--- config.mk ---
export PLATFORM = sky130hd
export DESIGN_NAME = trunc_err_monitor
export DESIGN_NICKNAME = d
export VERILOG_FILES = /design/src/rtl/trunc_err_monitor.sv
export SDC_FILE = /design/constraint.sdc
export NUM_CORES = 1
export LEC_CHECK = 0
export CORE_MARGIN = 4
export CORE_UTILIZATION = 38
export DETAILED_ROUTE_END_ITERATION = 7
export GPL_ROUTABILITY_DRIVEN = 0
export PLACE_DENSITY = 0.69
export SLEW_MARGIN = 40
export SYNTH_ARGS = -nofsm -noshare
export SYNTH_HDL_FRONTEND = slang
export SYNTH_SLANG_ARGS = --single-unit
--- constraint.sdc ---
create_clock -name clk -period 4.6 [get_ports clk]
set_clock_uncertainty 0.1 [all_clocks]
set_input_delay 0.46 -clock clk [delete_from_list [all_inputs] [get_ports clk]]
set_output_delay 0.46 -clock clk [all_outputs]
set_load 0.02 [all_outputs]
--- src/rtl/trunc_err_monitor.sv ---
// trunc_err_monitor
// Streaming error-statistics stage for a truncated adder. Each accepted
// sample (a, b, approx_sum) is compared with the exact sum. Over a window of
// WIN samples the absolute error is summed, the peak error is tracked and the
// inexact results are counted. The record is then offered on a valid/ready
// handshake.
//
// Ports:
//   clk, rst          clock, asynchronous active-high reset
//   start             opens a window (honoured only in IDLE)
//   in_valid/in_ready sample handshake (a, b, approx_sum)
//   out_valid/out_ready result handshake (err_sum, err_max, miss_cnt)
//   busy              high whenever the FSM is not IDLE
//   sat_flag          only with TRUNC_ERR_SAT_EN: err_sum has saturated
//
// Configuration macro: TRUNC_ERR_SAT_EN
//   defined   -> err_sum saturates at 2^ACC_W-1 and sat_flag is present
//   undefined -> err_sum wraps modulo 2^ACC_W and sat_flag is absent
module trunc_err_monitor #(
  parameter int N     = 8,
  parameter int T     = 4,
  parameter int WIN   = 16,
  parameter int ACC_W = 16
) (
  input  logic                     clk,
  input  logic                     rst,
  input  logic                     start,
  input  logic                     in_valid,
  output logic                     in_ready,
  input  logic [N-1:0]             a,
  input  logic [N-1:0]             b,
  input  logic [N-1:0]             approx_sum,
  output logic                     out_valid,
  input  logic                     out_ready,
  output logic [ACC_W-1:0]         err_sum,
  output logic [N:0]               err_max,
  output logic [$clog2(WIN+1)-1:0] miss_cnt,
`ifdef TRUNC_ERR_SAT_EN
  output logic                     sat_flag,
`endif
  output logic                     busy
);

  localparam int CNT_W = $clog2(WIN+1);

  // T only documents the upstream adder; it must still describe a legal adder.
  if (T > N) begin : g_bad_t
    $error("trunc_err_monitor: T must not exceed N");
  end

  typedef enum logic [1:0] {IDLE, ACCUM, DRAIN, REPORT} state_t;

  state_t           state;
  state_t           next_state;
  logic [CNT_W-1:0] sample_cnt;
  logic             drain_cnt;
  logic             accept;
  logic             last_accept;
  logic             open_window;

  // Stage 1 holds the raw sample, stage 2 holds its absolute error.
  logic             s1_valid;
  logic [N-1:0]     s1_a;
  logic [N-1:0]     s1_b;
  logic [N-1:0]     s1_approx;
  logic             s2_valid;
  logic [N:0]       s2_err;
  logic [N:0]       exact;
  logic [N:0]       approx_ext;
  logic [N:0]       err_now;

  assign accept      = in_valid & in_ready;
  assign last_accept = accept && (sample_cnt == CNT_W'(WIN - 1));
  assign open_window = (state == IDLE) && start;

  // State register
  always_ff @(posedge clk or posedge rst) begin
    if (rst) state <= IDLE;
    else     state <= next_state;
  end

  // Next-state logic; DRAIN lasts two cycles so the two pipeline stages empty
  always_comb begin
    next_state = state;
    case (state)
      IDLE:    if (start)       next_state = ACCUM;
      ACCUM:   if (last_accept) next_state = DRAIN;
      DRAIN:   if (drain_cnt)   next_state = REPORT;
      REPORT:  if (out_ready)   next_state = IDLE;
      default:                  next_state = IDLE;
    endcase
  end

  // Output decode
  always_comb begin
    in_ready  = (state == ACCUM);
    out_valid = (state == REPORT);
    busy      = (state != IDLE);
  end

  // Sample counter and drain timer
  always_ff @(posedge clk or posedge rst) begin
    if (rst) begin
      sample_cnt <= '0;
      drain_cnt  <= 1'b0;
    end else begin
      if (open_window)  sample_cnt <= '0;
      else if (accept)  sample_cnt <= sample_cnt + 1'b1;
      drain_cnt <= (state == DRAIN) ? ~drain_cnt : 1'b0;
    end
  end

  // Absolute error at N+1 bits, so a lost carry shows up as err >= 2^N
  always_comb begin
    exact      = {1'b0, s1_a} + {1'b0, s1_b};
    approx_ext = {1'b0, s1_approx};
    err_now    = (exact >= approx_ext) ? (exact - approx_ext) : (approx_ext - exact);
  end

  // Two-stage pipeline: capture sample, then register its error
  always_ff @(posedge clk or posedge rst) begin
    if (rst) begin
      s1_valid  <= 1'b0;
      s1_a      <= '0;
      s1_b      <= '0;
      s1_approx <= '0;
      s2_valid  <= 1'b0;
      s2_err    <= '0;
    end else begin
      s1_valid <= accept;
      if (accept) begin
        s1_a      <= a;
        s1_b      <= b;
        s1_approx <= approx_sum;
      end
      s2_valid <= s1_valid;
      s2_err   <= s1_valid ? err_now : '0;
    end
  end

`ifdef TRUNC_ERR_SAT_EN
  // Wide enough to hold err_sum plus one full error without overflow
  localparam int SUM_W = ((ACC_W > N + 1) ? ACC_W : N + 1) + 1;
  localparam logic [SUM_W-1:0] ACC_MAX = (SUM_W'(1) << ACC_W) - SUM_W'(1);
  logic [SUM_W-1:0] sum_wide;
  assign sum_wide = SUM_W'(err_sum) + SUM_W'(s2_err);
`endif

  // Accumulators: cleared when a window opens, updated by each stage-2 error
  always_ff @(posedge clk or posedge rst) begin
    if (rst) begin
      err_sum  <= '0;
      err_max  <= '0;
      miss_cnt <= '0;
`ifdef TRUNC_ERR_SAT_EN
      sat_flag <= 1'b0;
`endif
    end else if (open_window) begin
      err_sum  <= '0;
      err_max  <= '0;
      miss_cnt <= '0;
`ifdef TRUNC_ERR_SAT_EN
      sat_flag <= 1'b0;
`endif
    end else if (s2_valid) begin
`ifdef TRUNC_ERR_SAT_EN
      if (sum_wide > ACC_MAX) begin
        err_sum  <= ACC_MAX[ACC_W-1:0];
        sat_flag <= 1'b1;
      end else begin
        err_sum  <= sum_wide[ACC_W-1:0];
      end
`else
      err_sum <= err_sum + ACC_W'(s2_err);
`endif
      if (s2_err > err_max) err_max  <= s2_err;
      if (s2_err != '0)     miss_cnt <= miss_cnt + 1'b1;
    end
  end

endmodule

* After elaboration in Yosys (flattened, before gate mapping)
Cells that the tools add are included.
** Cells by class
- $add $sub $neg :: 6
- Order comparisons :: 2
- Eq/ne operators :: 8
- Muxes and demuxes :: 18
- Bitwise operators :: 2
- Reductions and logical operators :: 12
** Operators with widths (count)
- two-way mux 9 bit :: 5
- two-way mux 16 bit :: 2
- two-way mux 5 bit :: 5
- adder 16 x 9 -> 16 bit :: 1
- adder 5 x 1 -> 5 bit (second input constant) :: 2
- nonzero test 2 bit :: 5
- adder 8 x 8 -> 9 bit :: 1
- greater-or-equal comparator 9 x 8 -> 1 bit :: 1
- greater-than comparator 9 bit :: 1
- nonzero test 9 bit :: 1
- subtractor 8 x 9 -> 9 bit :: 1
- subtractor 9 x 8 -> 9 bit :: 1
- two-way mux 2 bit :: 4
- case mux 2 bit (4 select lines) :: 1
- equality test 5 x 4 -> 1 bit (second input constant) :: 1
- equality test 2 bit (second input constant) :: 2
- inequality test 2 x 1 -> 1 bit (second input constant) :: 2
- inequality test 2 bit (second input constant) :: 2
- AND reduction 2 bit :: 2
- AND reduction 4 bit :: 1
- equality test 2 x 1 -> 1 bit (second input constant) :: 1
- logical AND 1 bit :: 2
- logical NOT 2 bit :: 1
- AND 1 bit :: 1
- other kinds (2) :: 2
** Word-level totals
- Bits in registers :: 73
- Bits of input ports :: 29
- Output and inout bits :: 33

* Depth between registers and ports, before layout
Gate-level depths: netlist of run 1.
- Word-level depth :: 5
- Gate-level depth with buffers :: 13
- Gate-level depth less buffers :: 13

* Worst setup path after synthesis of run 1
Ideal clock, no wire load.
- Path kind :: register to register
- Start :: reg s1_a[0]
- End :: reg s2_err[2]
- Library setup time :: 0.139 ns
- Arrival time :: 2.975 ns
- Slack :: 1.386 ns
- Cell stages (with the launch flop) :: 14
- Path buffers :: 1
- Clock period less this slack :: 3.214 ns
- Path through :: dfrtp_1 ha_1 fa_1 a21o_2 a21oi_1 xnor2_1 ha_1 a21o_1 a211oi_2 o21ai_2 a21o_1 buf_6 a311oi_1 a31oi_1
** Between the ends
- Cells in the longest elaborated chain, start to end :: 4
- Elaborated cells between the ends (all ways) :: 6
- Classes of those cells :: add/sub: 3; order compare: 1; mux: 2
** RTL lines
- start, declared :: RTL line 63 : logic [N-1:0] s1_a;
- start signal, assigned :: RTL line 124 : s1_a <= '0;
- start signal, assigned :: RTL line 132 : s1_a <= a;
- adder 8 x 8 -> 9 bit (*) :: RTL line 115 : exact = {1'b0, s1_a} + {1'b0, s1_b};
- subtractor 8 x 9 -> 9 bit, or another cell as far along :: RTL line 117 : err_now = (exact >= approx_ext) ? (exact - approx_ext) : (approx_ext - exact);
- two-way mux 9 bit (*) :: RTL line 117
- two-way mux 9 bit (*) :: RTL line 137 : s2_err <= s1_valid ? err_now : '0;
- end signal, assigned :: RTL line 137
- end, declared :: RTL line 67 : logic [N:0] s2_err;
Every way passes the cells marked *; elsewhere a longest branch is shown, timed or not.
A chain may end at the register's enable or synchronous reset.

* Worst setup path in the final report of run 1
- Start :: reg s1_a[0]
- End :: reg s2_err[3]
Same word-level chain as after synthesis.

==> metrics.txt, run 1 <==
Post-CTS Hold Buffers=0; outcome=finished clean; Sw Ratio=0.464; port bufs=61; Mapped Area=about 0.0047 mm^2; Combinational Power Share=0.627; setup tns final=0 ns; internal power=around 2.5 mW; slowest library cell on the worst path=fa_1; antenna viol nets, final=0; crit end category=flop; period utilization=0.769; initial antenna violation count=0; Worst path top cell family by delay=compound AO/OA/AOI/OAI gates; largest net degree at the start of global routing=44; slew margin rel.=0.495; first-pass GRT wire length=around 17000 um; CP max stage delay=between 0.4 and 0.5 ns; Unique masters post-synth=53; syn nets=around 600; worst path cell trace=ha_1, fa_1, a21o_2, a21oi_1, xnor2_1, ha_1, a21o_1, a211oi_2, o21ai_2, a21o_1, or3_1, o211ai_1; DRT iter0 DRCs=between 200 and 250; EDFF count, synth=0; leak pwr=2.71 nW; CP required=between 4 and 5 ns; post-CTS sizing=0; setup bufs post-CTS=0; DR vias=3770; Power Dens Cells=820 mW/mm^2; overall die width=119 um; die area=between 0.01 and 0.015 mm^2; Clock power frac=0.150; post-route core utilization=0.477; Worst-Margin Slew=0.758 ns; Critical Path Fanout Max=13; max cap viols=0; Post-synth ARST share=1.00; P_sw=~2.2 mW; CTS tree=built; sequential-to-total area share from yosys stat=0.391; clock slew at reported path FFs=roughly 0.050 ns; # IOs=62; worst IR drop on VDD=between 0.0004 and 0.0005 V; number of synthesized register bits=between 70 and 80; P&R area growth vs syn=22.5%; yosys warns=0; Data arrival, critical path=3.68 ns; WP depth=12; nets@finish=about 660; overall power=4.69 mW; Global Route Usage Sum=0.146; Row Count=40; CTS Sinks=73; Die Y=~120 um; sequential share of power=0.223; Hold Crit Class=flop to flop; first-pass iteration count of the detailed router=4; CP Launch Type=flop; Antenna Cells=0; highest clock rate=roughly 0.28 GHz; WL/cell=about 14 um; Final Max Tran Viols=0; RSZ-0062 raised after global routing=false; final WL=9930 um; Post-Syn Instances=521; CP Buf/Inv Count=0; core region area=~0.012 mm^2; CTS Buffer Depth=2; hpwl dp=between 7000 and 8000 um; # DRC=0; CTS buffer count=9; remaining global-route overflow=0; Crit Path Category=flop to flop; fraction of layout cells with a size suffix above 1=0.0547; Worst Reg-to-Reg Cells=12; final number of setup-violating endpoints=0; WHS Path Cells=1; Starting Density=0.389; Syn Area/Cell=between 8 and 9 um^2; number of global-route vias before repair=~3700; top_reg_cell synth=dfrtp_1; clock latency on the worst-skew pair=0.33 ns; Via density=around 5; Final Hold Vio Count=0; Final min period=approximately 3.5 ns; clk root buf=clkbuf_16; CTS H-tree depth=3
[area by class of cell]
class / count / area [um^2]
Fill cell: 1152 / 6290
Clock inverter: 6 / 65.1
Tap cell: 147 / 184
Inverter: 40 / 153
Clock buffer: 10 / 239
Multi-Input combinational cell: 393 / 2630
Sequential cell: 73 / 1830
Timing Repair Buffer: 63 / 626
[kinds of logic (layout without fill, tap and decap cells)]
family	Yosys count	in the layout	share of synthesized area
buffers and inverters	55	119	0.0458
XOR/XNOR	23	23	0.0431
flip-flops	73	73	0.391
adder cells (fa/ha/maj)	54	54	0.151
AND/OR/NAND/NOR	192	192	0.189
AO/OA/AOI/OAI	120	120	0.171
multiplexers	4	4	0.00964
[flip-flops by register name, indices dropped and copies added (netlist names)]
register / cells
s2_err: 9
s1_b: 8
s1_approx: 8
sample_cnt: 5
err_sum: 16
s1_valid: 1
drain_cnt: 1
miss_cnt: 5
s2_valid: 1
err_max: 9
state: 2
s1_a: 8
[final timing paths]
check                           startpoint      endpoint  slack (ns)
worst max-delay path               s1_a[0]     s2_err[3]        1.06
worst min-delay path             drain_cnt     drain_cnt        0.31
worst max register to register     s1_a[0]     s2_err[3]        1.06
worst min register to register   drain_cnt     drain_cnt        0.31
max in group asynchronous              rst       s1_b[0]        3.17
min in group asynchronous              rst  s1_approx[6]        0.43
[metrics by stage]
step | hold WS [ns] | worst slack (ns) | instance area (um^2) | cells
after detailed placement | 0.316 | 1.07 | 5420 | 716
final | 0.314 | 1.06 | 5730 | 732
after floorplan | 0.289 | 1.39 | 4670 | 521
after global placement | 0.307 | 1.18 | 5420 | 716
after CTS | 0.323 | 1.06 | 5730 | 732
after global routing | 0.351 | 0.815 | 5730 | 732
[synth_stat cells, types with 4 or more instances]
master | instances | area share
ha_1 | 50 | 0.13
nor2b_1 | 7 | 0.0094
nand4_1 | 8 | 0.011
a211oi_1 | 9 | 0.014
xnor2_1 | 14 | 0.026
nand3_1 | 17 | 0.018
and3_1 | 10 | 0.013
clkbuf_1 | 11 | 0.0088
fa_1 | 4 | 0.017
o21ai_0 | 33 | 0.035
nand2_1 | 84 | 0.067
a21oi_1 | 21 | 0.022
a21o_1 | 15 | 0.024
dfrtp_1 | 73 | 0.39
inv_1 | 39 | 0.031
nand2b_1 | 8 | 0.011
nor3_1 | 7 | 0.0075
o211ai_1 | 6 | 0.0096
xor2_1 | 9 | 0.017
or3_1 | 4 | 0.0054
nor2_1 | 37 | 0.030
o31ai_1 | 9 | 0.014
[cell usage in the layout (no fill, tap or decap), types with 9 or more instances in the layout]
| cell | instances |
|---|---|
| xor2_1 | 9 |
| a211oi_1 | 9 |
| clkdlybuf4s50_1 | 61 |
| inv_1 | 37 |
| nor2_1 | 37 |
| xnor2_1 | 14 |
| a21o_1 | 15 |
| and3_1 | 10 |
| nand3_1 | 17 |
| a21oi_1 | 21 |
| dfrtp_1 | 73 |
| ha_1 | 50 |
| nand2_1 | 84 |
| o21ai_0 | 33 |
| o31ai_1 | 9 |
| clkbuf_16 | 9 |
[per-layer routing]
metal	GRT usage	vias to the layer above	wire (um)
met2	0.238	108	4690
li1	-	1922	-
met4	0.0420	0	76
met5	0	-	0
met1	0.192	1729	4630
met3	0.0394	11	529
[power groups by stage]
stage | logic [mW] | clock network, mW | registers (mW)
global placement | 2.84 | 0 | 1.05
floorplan | 2.23 | 0 | 1.07
global route | 3.31 | 0.749 | 1.08
finish | 2.94 | 0.703 | 1.05
CTS | 2.93 | 0.724 | 1.05
detailed placement | 2.90 | 0 | 1.06
Power figures use the tool's default switching activity.
==> run 2: changes to the inputs <==
--- a/config.mk
+++ b/config.mk
@@ -9,7 +9,7 @@
 export CORE_UTILIZATION = 38
 export DETAILED_ROUTE_END_ITERATION = 7
 export GPL_ROUTABILITY_DRIVEN = 0
-export PLACE_DENSITY = 0.69
+export PLACE_DENSITY = 0.71
 export SLEW_MARGIN = 40
 export SYNTH_ARGS = -nofsm -noshare
 export SYNTH_HDL_FRONTEND = slang
==> constraint.sdc (replaced) <==
create_clock -name clk -period 3.04 [get_ports clk]
set_clock_uncertainty 0.1 [all_clocks]
set_input_delay 0.304 -clock clk [delete_from_list [all_inputs] [get_ports clk]]
set_output_delay 0.304 -clock clk [all_outputs]
set_load 0.02 [all_outputs]
==> run 2 against run 1 <==
Compared with the run above: the run now ends with negative setup slack left; final cell count is 3.7% higher; final area is 5.8% higher; sequential cell count stayed put; global-route usage is 1.6 points higher; register-to-register slack worse by 1.2 ns; sequential share of layout area is 1.8 points lower; worst setup slack worse by 1.2 ns; first-iteration DRC count is 41% higher; fmax is 13% higher.
==> metrics.txt, run 2 (synthesis gave the netlist of run 1 again) <==
most common cell after layout, fill and taps aside=nand2_1; Starting Density=0.389; WL/cell=14.4 um; Fin Hold WS=between 0.2 and 0.25 ns; final WL=about 11000 um; highest clock rate=0.320 GHz; # DRC=0; remaining global-route overflow=0; Global Route Usage Sum=0.163; clock latency on the worst-skew pair=0.34 ns; CTS H-tree depth=3; slew margin rel.=0.501; Final Max Tran Viols=0; max reg flops=16; setup tns final=-0.408 ns; Crit Path Category=flop to flop; max cap viols=0; P&R area growth vs syn=29.7%; clock slew at reported path FFs=0.06 ns; CP required=between 3 and 4 ns; Post-CTS Hold Buffers=0; Data arrival, critical path=about 3.3 ns; Die Y=between 100 and 150 um; core region area=between 0.01 and 0.015 mm^2; hpwl dp=slightly above 8000 um; register bank with the most flops=err_sum; FILL cells=~1100; RSZ-0062 raised after global routing=true; placed cells=740; DRT iter0 DRCs=286; post-route core utilization=0.504; port bufs=about 60; Via density=around 5.2; CTS buffer count=9; largest net degree at the start of global routing=74; number of global-route vias before repair=about 4100; # IOs=62; overall die width=119 um; most frequent cells in the layout=nand2_1 (84), dfrtp_1 (73), clkdlybuf4s50_1 (61); DR vias=between 3000 and 4000; failing checks=negative setup slack; outcome=finished with violations; Critical Path Fanout Max=7; Row Count=40; CP Launch Type=flop; CTS Buffer Depth=2; crit end category=flop; Hold Crit Class=primary input to async pin; nets@finish=690; Final Hold Vio Count=0; antenna viol nets, final=0; Setup WS post-layout=-0.0892 ns; register area=0.00183 mm^2; final number of setup-violating endpoints=6; final non-filler cell total=759; period utilization=1.03; initial antenna violation count=0; Worst-Margin Slew=roughly 0.75 ns; first-pass iteration count of the detailed router=4; area of the multi-input gates=approximately 0.0027 mm^2; Regs by FF count=err_sum x16, err_max x9, s2_err x9; die area=roughly 0.014 mm^2; clk root buf=clkbuf_16; Antenna Cells=0; CTS Sinks=between 70 and 80; CTS tree=built; fraction of layout cells with a size suffix above 1=0.114; first-pass GRT wire length=approximately 19000 um; Final min period=between 3 and 4 ns
[run 2: cell count changes in the layout (fill, tap and decap cells not counted), moves of 2 or more]
cell,delta
a21oi_1,-4
a21oi_2,+2
a21oi_4,+2
buf_4,+25
clkinv_4,+2
[run 2: cell type report]
| type | instances | share of cell area |
|---|---|---|
| clock buffers | 10 | 0.0394 |
| inverters | 40 | 0.0248 |
| clock inverters | 6 | 0.0151 |
| repair buffers | 89 | 0.138 |
| flip-flops and latches | 73 | 0.301 |
| well taps | 147 | 0.0304 |
| multi-input cells | 394 | 0.451 |
[run 2: repair_timing]
action	4_1_cts	5_1_grt
pin swaps	12	7
gates cloned	1	0
endpoints found under the setup margin	8	8
resized for setup	9	7
buffers inserted	1	1
[run 2: final timing paths]
path	slack (ns)	from	cells after the start	end
min in group clk	0.32	drain_cnt	1	drain_cnt
setup / recovery	-0.09	s1_b[0]	13	s2_err[1]
max in group asynchronous	2.27	rst	3	err_sum[12]
hold reg to reg	0.32	drain_cnt	1	drain_cnt
setup reg to reg	-0.09	s1_b[0]	13	s2_err[1]
hold / removal	0.24	rst	3	s1_b[7]
[run 2: layer usage]
metal,up-vias,GRT usage,share of wire
met4,0,0.0550,0.016
li1,1977,-,-
met2,109,0.274,0.49
met5,-,0,0
met1,1868,0.198,0.43
met3,19,0.0508,0.059
[run 2: worst max-delay path: stages, from the launching register on]
cell     delay [ns]
dfrtp_1        0.38
ha_2           0.20
fa_2           0.35
a21o_2         0.22
a21oi_4        0.14
xnor2_2        0.08
ha_1           0.30
buf_4          0.14
and3_4         0.19
o21ai_1        0.08
o21ai_2        0.28
a21o_2         0.24
mux2_4         0.31
nor2_2         0.07
[run 2: through the flow]
stage	area [um^2]	setup slack [ns]
after floorplan	4680	-0.0483
after global placement	5620	-0.0901
after detailed placement	5620	-0.143
after CTS	6000	-0.0386
after global routing	6060	-0.244
final	6060	-0.0892
Power of run 2 is left out: the tool's default activity adds up to more than one toggle a clock period on the data nets, which glitch-free logic cannot reach.
==> run 3: changes to the inputs <==
--- a/config.mk
+++ b/config.mk
@@ -5,8 +5,10 @@
 export SDC_FILE = /design/constraint.sdc
 export NUM_CORES = 1
 export LEC_CHECK = 0
+export CORE_ASPECT_RATIO = 0.6
 export CORE_MARGIN = 4
 export CORE_UTILIZATION = 38
+export CTS_BUF_LIST = sky130_fd_sc_hd__clkbuf_8
 export DETAILED_ROUTE_END_ITERATION = 7
 export GPL_ROUTABILITY_DRIVEN = 0
 export PLACE_DENSITY = 0.71
@@ -14,3 +16,4 @@
 export SYNTH_ARGS = -nofsm -noshare
 export SYNTH_HDL_FRONTEND = slang
 export SYNTH_SLANG_ARGS = --single-unit
+export TNS_END_PERCENT = 20
==> run 3 against run 2 <==
Compared with the run above: the run still ends with negative setup slack left; register-to-register slack got worse by 0.17 ns; first-iteration DRC count rose by 7.0%; final area fell by 0.52%; critical path type unchanged; largest cell class unchanged.
==> metrics.txt, run 3 (synthesis gave the netlist of run 1 again) <==
nets@finish=approximately 690; final WL=between 10000 and 15000 um; post-route core utilization=0.501; slew margin rel.=0.483; Critical Path Fanout Max=5; Data arrival, critical path=~3.4 ns; CP Launch Type=flop; CTS buffer count=9; Row Count=31; FILL cells=1123; most frequent cells in the layout=nand2_1 (84), dfrtp_1 (73), clkdlybuf4s50_1 (61); worst path cell trace=ha_2, fa_2, a21o_4, a21oi_4, xnor2_2, ha_1, buf_4, a21o_1, a21oi_1, nor2b_1, a211oi_1, or3_1, nand3_1; Die Y=93.9 um; area of the multi-input gates=roughly 0.0028 mm^2; initial antenna violation count=0; RSZ-0062 raised after global routing=true; overall die width=approximately 150 um; first-pass iteration count of the detailed router=5; Worst-Margin Slew=roughly 0.77 ns; register area=between 0.0015 and 0.002 mm^2; clk root buf=clkbuf_8; clock latency on the worst-skew pair=between 0.3 and 0.4 ns; Regs by FF count=err_sum x16, err_max x9, s2_err x9; outcome=finished with violations; crit end category=flop; first-pass GRT wire length=just under 20000 um; CTS H-tree depth=3; highest clock rate=0.303 GHz; Crit Path Category=flop to flop; max cap viols=0; Final min period=about 3.3 ns; period utilization=1.08; fraction of layout cells with a size suffix above 1=0.120; # DRC=0; die area=~0.014 mm^2; slowest library cell on the worst path=dfrtp_1; most common cell after layout, fill and taps aside=nand2_1; port bufs=61; clock slew at reported path FFs=around 0.080 ns; Worst path top cell family by delay=compound AO/OA/AOI/OAI gates; CP max stage delay=a little under 0.4 ns; max reg flops=16; P&R area growth vs syn=29.0%; Setup WS post-layout=-0.256 ns; hpwl dp=roughly 8800 um; register bank with the most flops=err_sum; Global Route Usage Sum=0.173; DR vias=between 4000 and 5000; Final Max Tran Viols=0; final number of setup-violating endpoints=8; remaining global-route overflow=0; Hold Crit Class=primary input to async pin; CTS tree=built; number of global-route vias before repair=between 3000 and 4000; core region area=around 0.012 mm^2; Starting Density=0.389; CP Buf/Inv Count=1; WL/cell=between 15 and 20 um; # IOs=62; antenna viol nets, final=0; failing checks=negative setup slack; DRT iter0 DRCs=~310; Via density=about 5.2; CP required=around 3.2 ns; CTS Buffer Depth=2; CTS Sinks=between 70 and 80; Post-CTS Hold Buffers=0; largest net degree at the start of global routing=74; Final Hold Vio Count=0; Antenna Cells=0
run 3: path summary, 6_finish.rpt:
check | slack (ns) | endpoint | from | cells past startpoint
worst max-delay path | -0.26 | s2_err[7] | s1_b[0] | 13
worst min-delay path | 0.24 | s1_b[7] | rst | 3
worst max register to register | -0.26 | s2_err[7] | s1_b[0] | 13
worst min register to register | 0.32 | drain_cnt | drain_cnt | 1
max in group asynchronous | 2.25 | s1_approx[5] | rst | 3
min in group clk | 0.32 | drain_cnt | drain_cnt | 1
run 3: metal layers:
metal | GRT usage | share of wire
met5 | 0 | 0
met4 | 0.0468 | 0.014
met3 | 0.0429 | 0.052
met2 | 0.249 | 0.43
met1 | 0.257 | 0.50
run 3: worst reg2reg max path: cells and delay by family, from the launching register on:
family,cells,cell delay [ns]
flip-flops,1,0.39
AO/OA/AOI/OAI,5,1.15
XOR/XNOR,1,0.08
AND/OR/NAND/NOR,3,0.34
adder cells (fa/ha/maj),3,0.95
buffers and inverters,1,0.17
run 3: timing repair:
item | 4_1_cts | 5_1_grt
gates resized for setup | 10 | 17
setup buffers | 2 | 1
setup endpoints to repair | 8 | 8
pin swaps | 14 | 15
gates cloned | 1 | 0
run 3: stage by stage:
step	TNS (ns)	setup slack, ns	std cells	instance area, um^2	hold slack [ns]
after floorplan	-0.117	-0.0494	521	4680	0.289
after global placement	-0.744	-0.143	755	5620	0.304
after detailed placement	-1.53	-0.247	755	5620	0.306
after CTS	-1.04	-0.167	773	5930	0.272
after global routing	-2.66	-0.448	774	6030	0.300
final	-1.52	-0.256	774	6030	0.241
run 3: area by class of cell:
cell class	instances	area share
multi-input combinational	394	0.461
sequential	73	0.303
timing repair buffer	87	0.137
tap	165	0.0342
inverter	40	0.0249
clock buffer	10	0.0228
clock inverter	5	0.0172
Power of run 3 is left out for the same reason.
